<file path="config.mk">
export PLATFORM = sky130hd
export DESIGN_NAME = divide
export DESIGN_NICKNAME = d
export VERILOG_FILES = /design/src/rtl/divide.sv
export SDC_FILE = /design/constraint.sdc
export NUM_CORES = 1
export LEC_CHECK = 0
export CAP_MARGIN = 15
export CORE_ASPECT_RATIO = 0.75
export CORE_MARGIN = 2
export CORE_UTILIZATION = 27
export CTS_CLUSTER_DIAMETER = 150
export DETAILED_ROUTE_END_ITERATION = 8
export SLEW_MARGIN = 10
export SYNTH_ARGS = -nofsm -noshare
export SYNTH_HDL_FRONTEND = slang
export SYNTH_SLANG_ARGS = --single-unit
</file>
<file path="constraint.sdc">
create_clock -name clk -period 3.28 [get_ports clk]
set_input_delay 0.82 -clock clk [delete_from_list [all_inputs] [get_ports clk]]
set_output_delay 0.82 -clock clk [all_outputs]
set_load 0.01 [all_outputs]
</file>
<file path="src/rtl/divide.sv">
// Sequential unsigned restoring divider: one quotient bit per clock, results
// held with a single-cycle done pulse until the next accepted start.
module divide #(
    parameter int WIDTH = 8
) (
    input  logic             clk,
    input  logic             res,
    input  logic             start,
    input  logic [WIDTH-1:0] dividend,
    input  logic [WIDTH-1:0] divisor,
    output logic [WIDTH-1:0] quotient,
    output logic [WIDTH-1:0] remainder,
    output logic             busy,
    output logic             done,
    output logic             div_by_zero
);

    localparam int CW = $clog2(WIDTH);

    typedef enum logic [1:0] {
        IDLE,
        RUN,
        DONE
    } state_t;

    state_t           state_reg;
    state_t           state_next;
    logic [CW-1:0]    count_reg;
    logic [WIDTH-1:0] d_reg;
    logic [WIDTH-1:0] q_reg;
    logic [WIDTH-1:0] r_reg;
    logic [WIDTH-1:0] quotient_reg;
    logic [WIDTH-1:0] remainder_reg;
    logic             dbz_reg;

    logic             accept;
    logic             last_iter;
    logic             divisor_zero;
    logic [WIDTH:0]   trial;
    logic [WIDTH:0]   diff;
    logic             sub_ok;
    logic [WIDTH-1:0] q_step;
    logic [WIDTH-1:0] r_step;

    assign accept       = start && (state_reg != RUN);
    assign last_iter    = (count_reg == CW'(WIDTH - 1));
    assign divisor_zero = (divisor == '0);

    // Partial remainder never reaches 2^WIDTH after a restore, so only WIDTH
    // bits are stored; the trial subtract itself runs over WIDTH+1 bits.
    assign trial  = {r_reg, q_reg[WIDTH-1]};
    assign diff   = trial - {1'b0, d_reg};
    assign sub_ok = ~diff[WIDTH];
    assign r_step = sub_ok ? diff[WIDTH-1:0] : trial[WIDTH-1:0];

    assign q_step[0] = sub_ok;
    generate
        for (genvar gi = 1; gi < WIDTH; gi++) begin : g_qshift
            assign q_step[gi] = q_reg[gi-1];
        end
    endgenerate

    always_ff @(posedge clk or negedge res) begin
        if (!res) begin
            state_reg <= IDLE;
        end else begin
            state_reg <= state_next;
        end
    end

    always_comb begin
        state_next = state_reg;
        case (state_reg)
            IDLE, DONE: begin
                if (accept) begin
                    state_next = divisor_zero ? DONE : RUN;
                end else begin
                    state_next = IDLE;
                end
            end
            RUN: begin
                if (last_iter) begin
                    state_next = DONE;
                end
            end
            default: state_next = IDLE;
        endcase
    end

    always_ff @(posedge clk or negedge res) begin
        if (!res) begin
            count_reg     <= '0;
            d_reg         <= '0;
            q_reg         <= '0;
            r_reg         <= '0;
            quotient_reg  <= '0;
            remainder_reg <= '0;
            dbz_reg       <= 1'b0;
        end else if (accept) begin
            count_reg <= '0;
            d_reg     <= divisor;
            q_reg     <= dividend;
            r_reg     <= '0;
            dbz_reg   <= divisor_zero;
            if (divisor_zero) begin
                quotient_reg  <= '1;
                remainder_reg <= dividend;
            end
        end else if (state_reg == RUN) begin
            count_reg <= count_reg + CW'(1);
            q_reg     <= q_step;
            r_reg     <= r_step;
            if (last_iter) begin
                quotient_reg  <= q_step;
                remainder_reg <= r_step;
            end
        end
    end

    assign quotient    = quotient_reg;
    assign remainder   = remainder_reg;
    assign busy        = (state_reg == RUN);
    assign done        = (state_reg == DONE);
    assign div_by_zero = dbz_reg;

endmodule
</file>
### After elaboration in Yosys (flattened, before gate mapping)

Cells that the tools add are included.

* word-level logic and storage cells: 43
* register bits after elaboration: 46
* output and inout port bits: 19

* bitwise logic cells: 1
* $add $sub $neg: 2
* multiplexer cells: 19
* equal/unequal tests: 6
* reductions and logical operators: 7

Operators by type and width (count)
* $mux 8: 13
* $sub 9x8->9: 1
* $logic_not 8->1: 1
* $mux 2: 3
* $mux 3: 2
* $ne 2x1->1 const B: 3
* $pmux 2 s2: 1
* $reduce_bool 2->1: 2
* $add 3x1->3 const B: 1
* $eq 3x3->1 const B: 1
* $reduce_and 3->1: 1
* $eq 2x1->1 const B: 1
* $eq 2x2->1 const B: 1
* $logic_not 2->1: 1
* $reduce_or 2->1: 1
* $logic_and 1x1->1: 1
* $not 1->1: 1

### Depth between registers and ports, before layout

Gate-level depths: netlist (run 1).

* word-level depth: 5
* mapped depth: 10
* mapped depth without buffers: 9

### Worst setup path before layout (run 1)

OpenSTA, ideal clock, no wires.

* path type: reg-to-reg
* start point: reg q_reg[7]
* end point: reg remainder_reg[1] (netlist: remainder[1])
* setup time: 132 ps
* arrival: 2312 ps
* path buffers: 1
* path slack: 836 ps
* cell stages (with the launch flop): 11
* cell sequence: dfrtp_1 inv_1 ha_1 inv_1 fa_1 a211oi_4 o211ai_2 a221oi_2 buf_6 mux2i_1 o221ai_2

* word-level cells in the longest chain between the ends: 5

Ends and longest elaborated chain
* start, declared: line 30 `logic [WIDTH-1:0] q_reg;`
* start signal, assigned: line 102 `q_reg <= dividend;`
* start signal, assigned: line 111 `q_reg <= q_step;`
* $sub 9x8->9: line 52 `assign diff = trial - {1'b0, d_reg};`
* $mux 8: line 54 `assign r_step = sub_ok ? diff[WIDTH-1:0] : trial[WIDTH-1:0];`
* $mux 8: line 113 `if (last_iter) begin`
* $mux 8: line 109 `end else if (state_reg == RUN) begin`
* $mux 8: line 99 `end else if (accept) begin`
* end signal, assigned: line 107 `remainder_reg <= dividend;`
* end signal, assigned: line 115 `remainder_reg <= r_step;`
* end, declared: line 33 `logic [WIDTH-1:0] remainder_reg;`

Every way passes these cells. The select of a mux whose other input is x is not followed.
A chain may end at the register's enable or synchronous reset.

### Worst setup path after layout (run 1)

Same ends and word-level chain as after synthesis.

==> impl_results.md, run 1 <==
- Total grt overflow: 0
- FF-to-FF End: remainder[1]$_DFFE_PN0P_
- Max Buffers Root-to-Sink: 2
- Row count: 30
- Main flop type after synthesis: dfrtp_1
- DIE WIDTH: 117 um
- Nets: 327
- Largest family of logic cells by synthesized area: compound AO/OA/AOI/OAI gates
- Pre-Repair DR Iteration Count: 4
- Syn Area/Cell: 9.92 sq um
- Wire per inst: about 15 um
- Vias in the first global route: 1975
- Max Slew Vio Count: 0
- Clk Latency, worst-skew pair: approximately 0.28 ns
- Clock sinks: 46
- Combinational cell fraction of total power: about 55%
- Crit path top cell by count: inv_1
- # hold bufs at CTS: 0
- Simple-Gate Fraction of Synth Area: 14.7%
- WHS Path Cells: 1
- Reg clk slew, reported paths: 0.06 ns
- CP cell instances: inv_1 > ha_1 > inv_1 > fa_1 > a211oi_4 > o211ai_2 > a221oi_2 > buf_4 > mux2i_1 > o221ai_2
- Setup Skew: 0.00644 ns
- WHS: 0.488 ns
- Least-Margin Pin Slew: 1.04 ns
- Peak supply drop: 0.303 mV
- Utilization after layout: ~36%
- Slowest cell on the critical path: fa_1
- Worst setup EP type: flop
- Leakage: 1.40 nW
- Post-synthesis adder-cell area fraction: 5.63%
- Area leader, netlist: dfrtp_1
- Dpl cells: 418
- Asr flop ratio synth: 100%
- Setup violators final: 0
- FF-to-FF setup slack: 0.58 ns
- Startpoint Class: flop
- Synth-to-layout area growth: 26.3%
- Switching Share: between 40 and 50%
- Initial antenna violation count: 0
- Post-synth net total: 290
- Post-route minimum period: 2.70 ns
- DR vias: 2021
- Commonest cells in the netlist: nand2_1 (48), dfrtp_1 (46), o21ai_0 (28)
- Pwr dens: 1100 nW/um^2
- Post-Synth XOR/XNOR Area: 1.36%
- Synth Warn #: 0
- Most frequent cell after synthesis: nand2_1
- Pint: around 0.0021 W
- CTS tree: built
- DRT Wirelength: ~6.2 mm
- Seq pwr share: 28.5%
- Outcome: completed
- Postcts setup bufs: 0
- Post-synth EDFFs: 0
- Largest stage delay on the critical path: ~0.44 ns
- Worst EP arrival: 2.85 ns
- Critical path class: reg -> reg
- Die extent in y: 88.7 um
- Origin of the critical flop-to-flop path: q_reg[7]$_DFFE_PN0P_
- IO Pins: 38
- Hold path start: div_by_zero$_DFFE_PN0P_
- HPWL after DPL: 4.61 mm
- #FFs+latches synth: 46
- RSZ-0062 raised after global routing: false
- Slew headroom: 30.8%
- Worst-path fanout max: 12
- Synth unique cells: 48
- Final period utilization: between 80 and 90%
- Via density: 4.76
- Clock share of power: 16.2%
- Yosys top cell area share: 44.6%
- Finished Layout Cells: 425
- Post-synthesis mux area share: 9.80%
- I/O Buffers: 37
- GPL Wtd Cong: 0.772
- Initial Util: between 20% and 30%
- Area fraction in compound gates after synthesis: 19.2%
- Cells on worst reg2reg path: 10
- Largest net degree at the start of global routing: 47
- # DRC: 0
- Ant diodes: 0
- Top cells by area, synth: dfrtp_1 (45%), nand2_1 (7.0%), mux2i_1 (5.4%)
- Cells after Synth: 260
- Total of max-cap violations: 0
- Starting DRT DRC Count: between 100 and 150
- Root buf cell: clkbuf_16
- Antenna viol nets, final: 0
- H-tree depth: 2
- Layout cell share with drive strength beyond 1: 13.8%
- Min-delay worst type: reg -> reg
- Core Area: 9160 sq um
- Post-cts resize count: 0
- Final hold viol count: 0
- First-pass GRT wire length: 10.4 mm
- Total Routing Usage GR: 13.0%
- TritonCTS Buffers: 5
- Psw: 0.00146 W
- Peak Freq: 371 MHz
- Sequential fraction of the synthesis area: 44.6%
- Die area: around 10000 sq um
- Worst Hold End: div_by_zero$_DFFE_PN0P_
- Worst EP required: about 3.4 ns
- Synth Cell Area: 2580 sq um
- Setup TNS: 0 ns
[per-stage QoR]
step / power (W) / setup WS [ns] / cell area (sq um)
after global placement: 0.00295 / 0.541 / 3090
after floorplan: 0.00243 / 0.836 / 2580
final: 0.00357 / 0.581 / 3260
after detailed placement: 0.00300 / 0.455 / 3090
after global routing: 0.00388 / 0.358 / 3260
after CTS: 0.00359 / 0.577 / 3260
[area by class of cell]
cell class              count  area (sq um)
clock buffers               6           139
clock inverters             1          30.0
fillers                   948          5900
inverters                  14          52.6
multi-input cells         186          1310
flip-flops and latches     46          1150
well taps                 128           160
repair buffers             44           418
[power groups by stage]
stage | registers (W) | clock network (W) | logic (W)
CTS | 0.00102 | 0.000591 | 0.00198
global route | 0.00106 | 0.000618 | 0.00220
floorplan | 0.00101 | 0 | 0.00142
detailed placement | 0.00103 | 0 | 0.00196
global placement | 0.00102 | 0 | 0.00193
finish | 0.00102 | 0.000580 | 0.00197
[critical path, delay by kind of cell (launching register included)]
kind,cells,cell delay [ns]
fa+ha+maj,2,0.59
compound gates,4,0.86
buf+inv,3,0.38
mux,1,0.37
flops,1,0.38
[how the worst max path moves through the flow]
stage                              start                  endpoint  slack (ns)  cells past startpoint
floorplan           q_reg[7]$_DFFE_PN0P_  remainder[1]$_DFFE_PN0P_        0.84                     10
global placement              divisor[5]  remainder[7]$_DFFE_PN0P_        0.54                      7
detailed placement            divisor[5]  remainder[7]$_DFFE_PN0P_        0.45                      7
CTS                 q_reg[7]$_DFFE_PN0P_  remainder[1]$_DFFE_PN0P_        0.58                     10
global route        q_reg[7]$_DFFE_PN0P_      r_reg[5]$_DFFE_PN0P_        0.36                     10
finish              q_reg[7]$_DFFE_PN0P_  remainder[1]$_DFFE_PN0P_        0.58                     10
[logic make-up after synthesis]
logic type,after synthesis
fa+ha+maj,11
compound gates,66
buf+inv,28
mux,24
simple gates,81
xor+xnor,4
flops,46
[layout by cell type (no fill, tap or decap), types with 2 or more instances in the layout]
cell type	instances
mux2_2	10
clkbuf_16	5
o21ai_1	5
o221ai_1	2
o211ai_2	2
dfrtp_1	46
inv_1	14
a211oi_1	3
nand2_1	48
or4_1	2
a21oi_1	5
nand2b_1	3
o21ai_0	28
xor2_1	3
nor2_1	5
o221ai_2	5
buf_4	7
mux2i_1	14
ha_1	10
a21o_1	2
nor3_1	2
clkdlybuf4s50_1	36
nand3_1	13
o211ai_1	2
[metal layers]
layer | global-route usage, % | share of wire, % | up-vias
met2 | 19.1 | 43 | 42
met1 | 19.5 | 53 | 984
met5 | 0 | 0 | -
met4 | 2.57 | 0.36 | 0
li1 | - | - | 993
met3 | 3.15 | 4.3 | 2
(Power assumes the default switching activity.)
==> run 2: changes to the inputs <==
==> constraint.sdc (replaced) <==
create_clock -name clk -period 2.2 [get_ports clk]
set_input_delay 0.55 -clock clk [delete_from_list [all_inputs] [get_ports clk]]
set_output_delay 0.55 -clock clk [all_outputs]
set_load 0.01 [all_outputs]
==> run 2 against run 1 <==
Effect of this change: power rose by 74%; the run now ends with setup timing left; critical endpoint is now remainder[0]$_DFFE_PN0P_; combinational power rose by 94%; non-clock buffer count rose by 33; sequential power rose by 49%; global-route usage rose by 0.58 points; die area did not move; first-iteration DRC count fell by 16%.
==> impl_results.md, run 2 (same netlist as run 1, synthesis figures left out) <==
- Outcome: complete, but fails checks (was completed)
- Violated checks: setup timing
- Commonest non-fill, non-tap cell in the layout: nand2_1 (unchanged)
- Max Slew Vio Count: 0 (unchanged)
- DIE WIDTH: 117 um (unchanged)
- Vias in the first global route: 2090 (was 1975)
- DRT Wirelength: 6.63 mm (was 6.19 mm)
- WL met2: 2.82 mm (was 2.64 mm)
- Slew headroom: 56.5% (was 30.8%)
- Final setup margin: -0.288 ns (was 0.581 ns)
- Core Area: 9160 sq um (unchanged)
- Antenna viol nets, final: 0 (unchanged)
- Largest net degree at the start of global routing: 47 (unchanged)
- Root buf cell: clkbuf_16 (unchanged)
- Pwr dens: 1720 nW/um^2 (was 1100 nW/um^2)
- FF-to-FF End: remainder[0]$_DFFE_PN0P_ (was remainder[1]$_DFFE_PN0P_)
- Synth-to-layout area growth: 40.1% (was 26.3%)
- Leakage: 1.58 nW (was 1.40 nW)
- Clk Latency, worst-skew pair: 0.29 ns (was 0.28 ns)
- Routed metal-1 wirelength: 3.47 mm (was 3.26 mm)
- Die area: 10400 sq um (unchanged)
- Final period utilization: 113% (was 82.3%)
- GPL Wtd Cong: 0.811 (was 0.772)
- Ant diodes: 0 (unchanged)
- TritonCTS Buffers: 5 (unchanged)
- Startpoint Class: flop (unchanged)
- Initial antenna violation count: 0 (unchanged)
- Worst setup EP type: flop (unchanged)
- Initial Util: 28.2% (unchanged)
- Total grt overflow: 0 (unchanged)
- Worst EP required: 2.40 ns (was 3.44 ns)
- Critical path launch point: q_reg[7]$_DFFE_PN0P_ (unchanged)
- Top Metal Used: met4 (unchanged)
- FF-to-FF setup slack: -0.29 ns (was 0.58 ns)
- DR vias: 2172 (was 2021)
- H-tree depth: 2 (unchanged)
- Peak Freq: 402 MHz (was 371 MHz)
- Origin of the critical flop-to-flop path: q_reg[7]$_DFFE_PN0P_ (unchanged)
- CTS tree: built (unchanged)
- Clock sinks: 46 (unchanged)
- Starting DRT DRC Count: 98 (was 117)
- Dpl cells: 449 (was 418)
- Die extent in y: 88.7 um (unchanged)
- IO Pins: 38 (unchanged)
- Setup violators final: 18 (was 0)
- Setup Skew: 0.00681 ns (was 0.00644 ns)
- Layout cell share with drive strength beyond 1: 27.0% (was 13.8%)
- First-pass GRT wire length: 10.8 mm (was 10.4 mm)
- RSZ-0062 raised after global routing: true (was false)
- Max Buffers Root-to-Sink: 2 (unchanged)
- Min-delay worst type: in -> async (was reg -> reg)
- Post-route minimum period: 2.49 ns (was 2.70 ns)
- Worst-path fanout max: 8 (was 12)
- Critical path class: reg -> reg (unchanged)
- Cells on worst reg2reg path: 10 (unchanged)
- Peak supply drop: 0.667 mV (was 0.303 mV)
- I/O Buffers: 37 (unchanged)
- Via density: 4.74 (was 4.76)
- Final hold viol count: 0 (unchanged)
- Worst EP arrival: 2.69 ns (was 2.85 ns)
- Wire per inst: 14.5 um (was 14.6 um)
- Nets: 360 (was 327)
- Finished Layout Cells: 458 (was 425)
- HPWL after DPL: 4.96 mm (was 4.61 mm)
- # DRC: 0 (unchanged)
- Total power: 0.00621 W (was 0.00357 W)
- Least-Margin Pin Slew: 0.652 ns (was 1.04 ns)
- Total Routing Usage GR: 13.6% (was 13.0%)
- Total of max-cap violations: 0 (unchanged)
- Row count: 30 (unchanged)
- Commonest cells after routing, fill and taps aside: nand2_1 (47), dfrtp_1 (46), buf_4 (38) (was nand2_1 (48), dfrtp_1 (46), clkdlybuf4s50_1 (36))
- WHS: 0.352 ns (was 0.488 ns)
- Met3 Wirelength: 308 um (was 268 um)
- Pre-Repair DR Iteration Count: 4 (unchanged)
- Reg clk slew, reported paths: 0.06 ns (about the same)
[run 2: per-layer routing]
metal,GRT usage (%),vias up
li1,-,1056
met1,20.8,1061
met2,19.4,51
met3,2.95,4
met4,3.21,0
met5,0,-
[run 2: critical path, stage by stage, from the launching register on]
cell and delay [ns]:
dfrtp_1 0.39, inv_2 0.08, ha_4 0.13, inv_2 0.03, fa_2 0.36, a211oi_4 0.28, o211ai_2 0.12, a221oi_2 0.30
buf_6 0.22, mux2_4 0.33, o221ai_2 0.15
[run 2: timing repair]
action,4_1_cts,5_1_grt
gates resized for setup,10,8
setup endpoints to repair,18,23
hold buffers,0,0
pin swaps,7,5
buffers inserted,1,1
[run 2: per-stage QoR]
stage          util [%]  setup TNS, ns  worst slack (ns)  area (sq um)
6_report           39.5          -4.16            -0.288          3610
5_1_grt            39.5          -6.44            -0.418          3610
4_1_cts            39.0          -3.81            -0.258          3570
3_5_place_dp       36.7          -6.68            -0.333          3360
3_3_place_gp       36.7          -5.61            -0.284          3360
2_1_floorplan         -          -2.72            -0.232          2600
[run 2: report_power, final]
| part | switching (W) | internal (W) |
|---|---|---|
| registers | 0.000282 | 0.00124 |
| logic | 0.00189 | 0.00194 |
| clock network | 0.000305 | 0.000561 |
[run 2: final cells by class]
class | instances | area, sq um
Inverter | 14 | 52.6
Clock inverter | 1 | 30.0
Sequential cell | 46 | 1150
Tap cell | 128 | 160
Timing Repair Buffer | 77 | 682
Fill cell | 915 | 5540
Multi-Input combinational cell | 186 | 1400
Clock buffer | 6 | 139
[run 2: worst max path at each step]
stage | to | depth (start not counted)
4_1_cts | remainder[0]$_DFFE_PN0P_ | 10
3_5_place_dp | remainder[0]$_DFFE_PN0P_ | 10
2_1_floorplan | remainder[1]$_DFFE_PN0P_ | 10
3_3_place_gp | remainder[5]$_DFFE_PN0P_ | 6
5_1_grt | remainder[0]$_DFFE_PN0P_ | 10
6_report | remainder[0]$_DFFE_PN0P_ | 10
==> RTL edit 1 (config.mk and constraints of run 1) <==
Set the parameter `WIDTH` to 4 (it was 8).
--- a/src/rtl/divide.sv
+++ b/src/rtl/divide.sv
@@ -3,3 +3,3 @@
 module divide #(
-    parameter int WIDTH = 8
+    parameter int WIDTH = 4
 ) (
Interface: changed (resized dividend, divisor, quotient and remainder); port bits go from 38 to 22. No check against the original RTL was run, so the function may have changed too.
==> RTL edit 1 against run 1 <==
- synthesized cell count down 49%
- final area is 49% lower
- fmax rose by 8.1%
- hold slack improved by 8.3 ps
- clock power shrank 68%
- die area shrank 47%
- first-iteration DRC count is 66% lower
- wire length is 51% lower
- area after synthesis down 49%
- via count decreased by 50%
- setup slack better by 200 ps
- sequential cell count decreased by 21
- core utilization fell by 1.4 points
- total power shrank 51%
- critical endpoint is now remainder[3]
- largest power group unchanged
- highest routed layer unchanged
==> RTL edit 1: results (changes against run 1) <==
status finished clean; largest net degree at the start of global routing 26 (-45%); Peak VDD IR 396 uV (+31%); DRT iter0 DRCs 40 (-66%); Avg WL per Cell 14.0 um (-4.2%); Reg2Reg Depth 8 (-2); CP max stage cell nor4_1; Root Buffer clkbuf_8; global-route wire length before repair 5210 um (-50%); synth top area cells dfrtp_1 (47%), nand2_1 (6.2%), mux2i_1 (6.1%); Final GP Congestion 0.791 (+2.4%); post-CTS setup buffers 0 (unchanged); top post-synthesis cells by count dfrtp_1 (25), nand2_1 (22), o21ai_0 (14); Static Leak 0.725 nW (-48%); post-synthesis area per instance 9.94 um2 (+0.21%); Synth Area in Compound Gates 0.144 (-0.0482); adder-cell share of the synthesized area 0.0624 (+0.00618); FILL cells 494 (-48%); Slew @ Worst Pin 587 ps (-452 ps); Reg2Reg Setup Slack 810 ps (+230 ps); total CTS buffers 3 (-2); dpl cells 212 (-49%); Hold Startpoint quotient[2]; CP Max Fanout 11 (-1); dpl ws 526 ps (+71.3 ps); Yosys cell types 31 (-35%); CP Data Arrival Time 2680 ps (-170 ps); total wire length 3010 um (-51%); critical path's largest stage delay 550 ps (+110 ps); Synth Area in XOR/XNOR 0.0341 (+0.0205); Syn Nets 150 (-48%); hold path endpoint quotient[2]; I/O Buffers 21 (-43%); multiplexer area fraction after synthesis 0.0605 (-0.0374); vias in the first global route 1,040 (-47%); CTS clk-pin slew, worst paths 90 ps (+30 ps); final net count 174 (-47%); Clock Skew 1.08 ps (-5.36 ps); drt via density 4.66 (-2.0%); share of layout cells above drive strength 1 0.0705 (-0.0675); Post-DP HPWL 2200 um (-52%); all-layer global routing usage 0.119 (-0.0108); FF-to-FF End r_reg[3]; reg2reg start q_reg[3]; H-tree depth 1 (-1); # resized after CTS 0 (unchanged); sequential area share after synthesis 0.473 (+0.0269)
-- RTL edit 1: cell types whose count changed after synthesis, sizes merged, moves of 6 or more --
cell	change
nand3	-9
dfrtp	-21
clkbuf	-7
o21ai	-19
inv	-6
o221ai	-7
nand2	-26
mux2	-10
mux2i	-6
-- RTL edit 1: power breakdown --
| part | leakage (nW) | switching [mW] | internal [mW] |
|---|---|---|---|
| registers | 0.302 | 0.104 | 0.452 |
| clock network | 0.0228 | 0.0992 | 0.0869 |
| logic | 0.400 | 0.532 | 0.460 |
-- RTL edit 1: cell type report --
class	instances	share of cell area
Sequential cell	25	0.379
Inverter	8	0.0182
Timing Repair Buffer	25	0.146
Clock buffer	4	0.0273
Tap cell	60	0.0455
Multi-Input combinational cell	94	0.384
-- RTL edit 1: kinds of logic (layout without fill, tap and decap cells) --
family,count (synthesis),count (layout)
XOR/XNOR,3,3
AO/OA/AOI/OAI,27,27
adder cells (fa/ha/maj),6,6
multiplexers,8,8
flip-flops,25,25
AND/OR/NAND/NOR,50,50
buffers and inverters,14,37
-- RTL edit 1: critical path, delay by kind of cell --
| family | cells | cell delay (ps) |
|---|---|---|
| and+or+nand+nor | 4 | 1240 |
| AOI/OAI and AO/OA | 1 | 180 |
| buffers and inverters | 1 | 440 |
-- RTL edit 1: how the worst max path moves through the flow --
stage	to	from	cells after the start	slack, ps
after floorplan	r_reg[3]	q_reg[3]	8	1140
after global placement	remainder[2]	divisor[1]	6	620
after detailed placement	remainder[3]	divisor[0]	6	530
after CTS	busy	state_reg[1]	3	790
after global routing	remainder[3]	divisor[1]	6	600
final	remainder[3]	divisor[0]	6	780
-- RTL edit 1: stage by stage --
step	utilization	hold slack [ps]	power [mW]	instance area [um2]
floorplan	-	452	1.25	1320
global placement	0.333	482	1.55	1600
detailed placement	0.333	480	1.56	1600
CTS	0.342	505	1.76	1650
global route	0.342	518	1.91	1650
finish	0.342	496	1.73	1650
-- RTL edit 1: layer usage --
layer	vias up	global-route usage	share of wire
met3	2	0.0280	0.033
met1	477	0.173	0.55
met4	0	0.0238	0.0053
met2	20	0.181	0.41
li1	508	-	-
met5	-	0	0
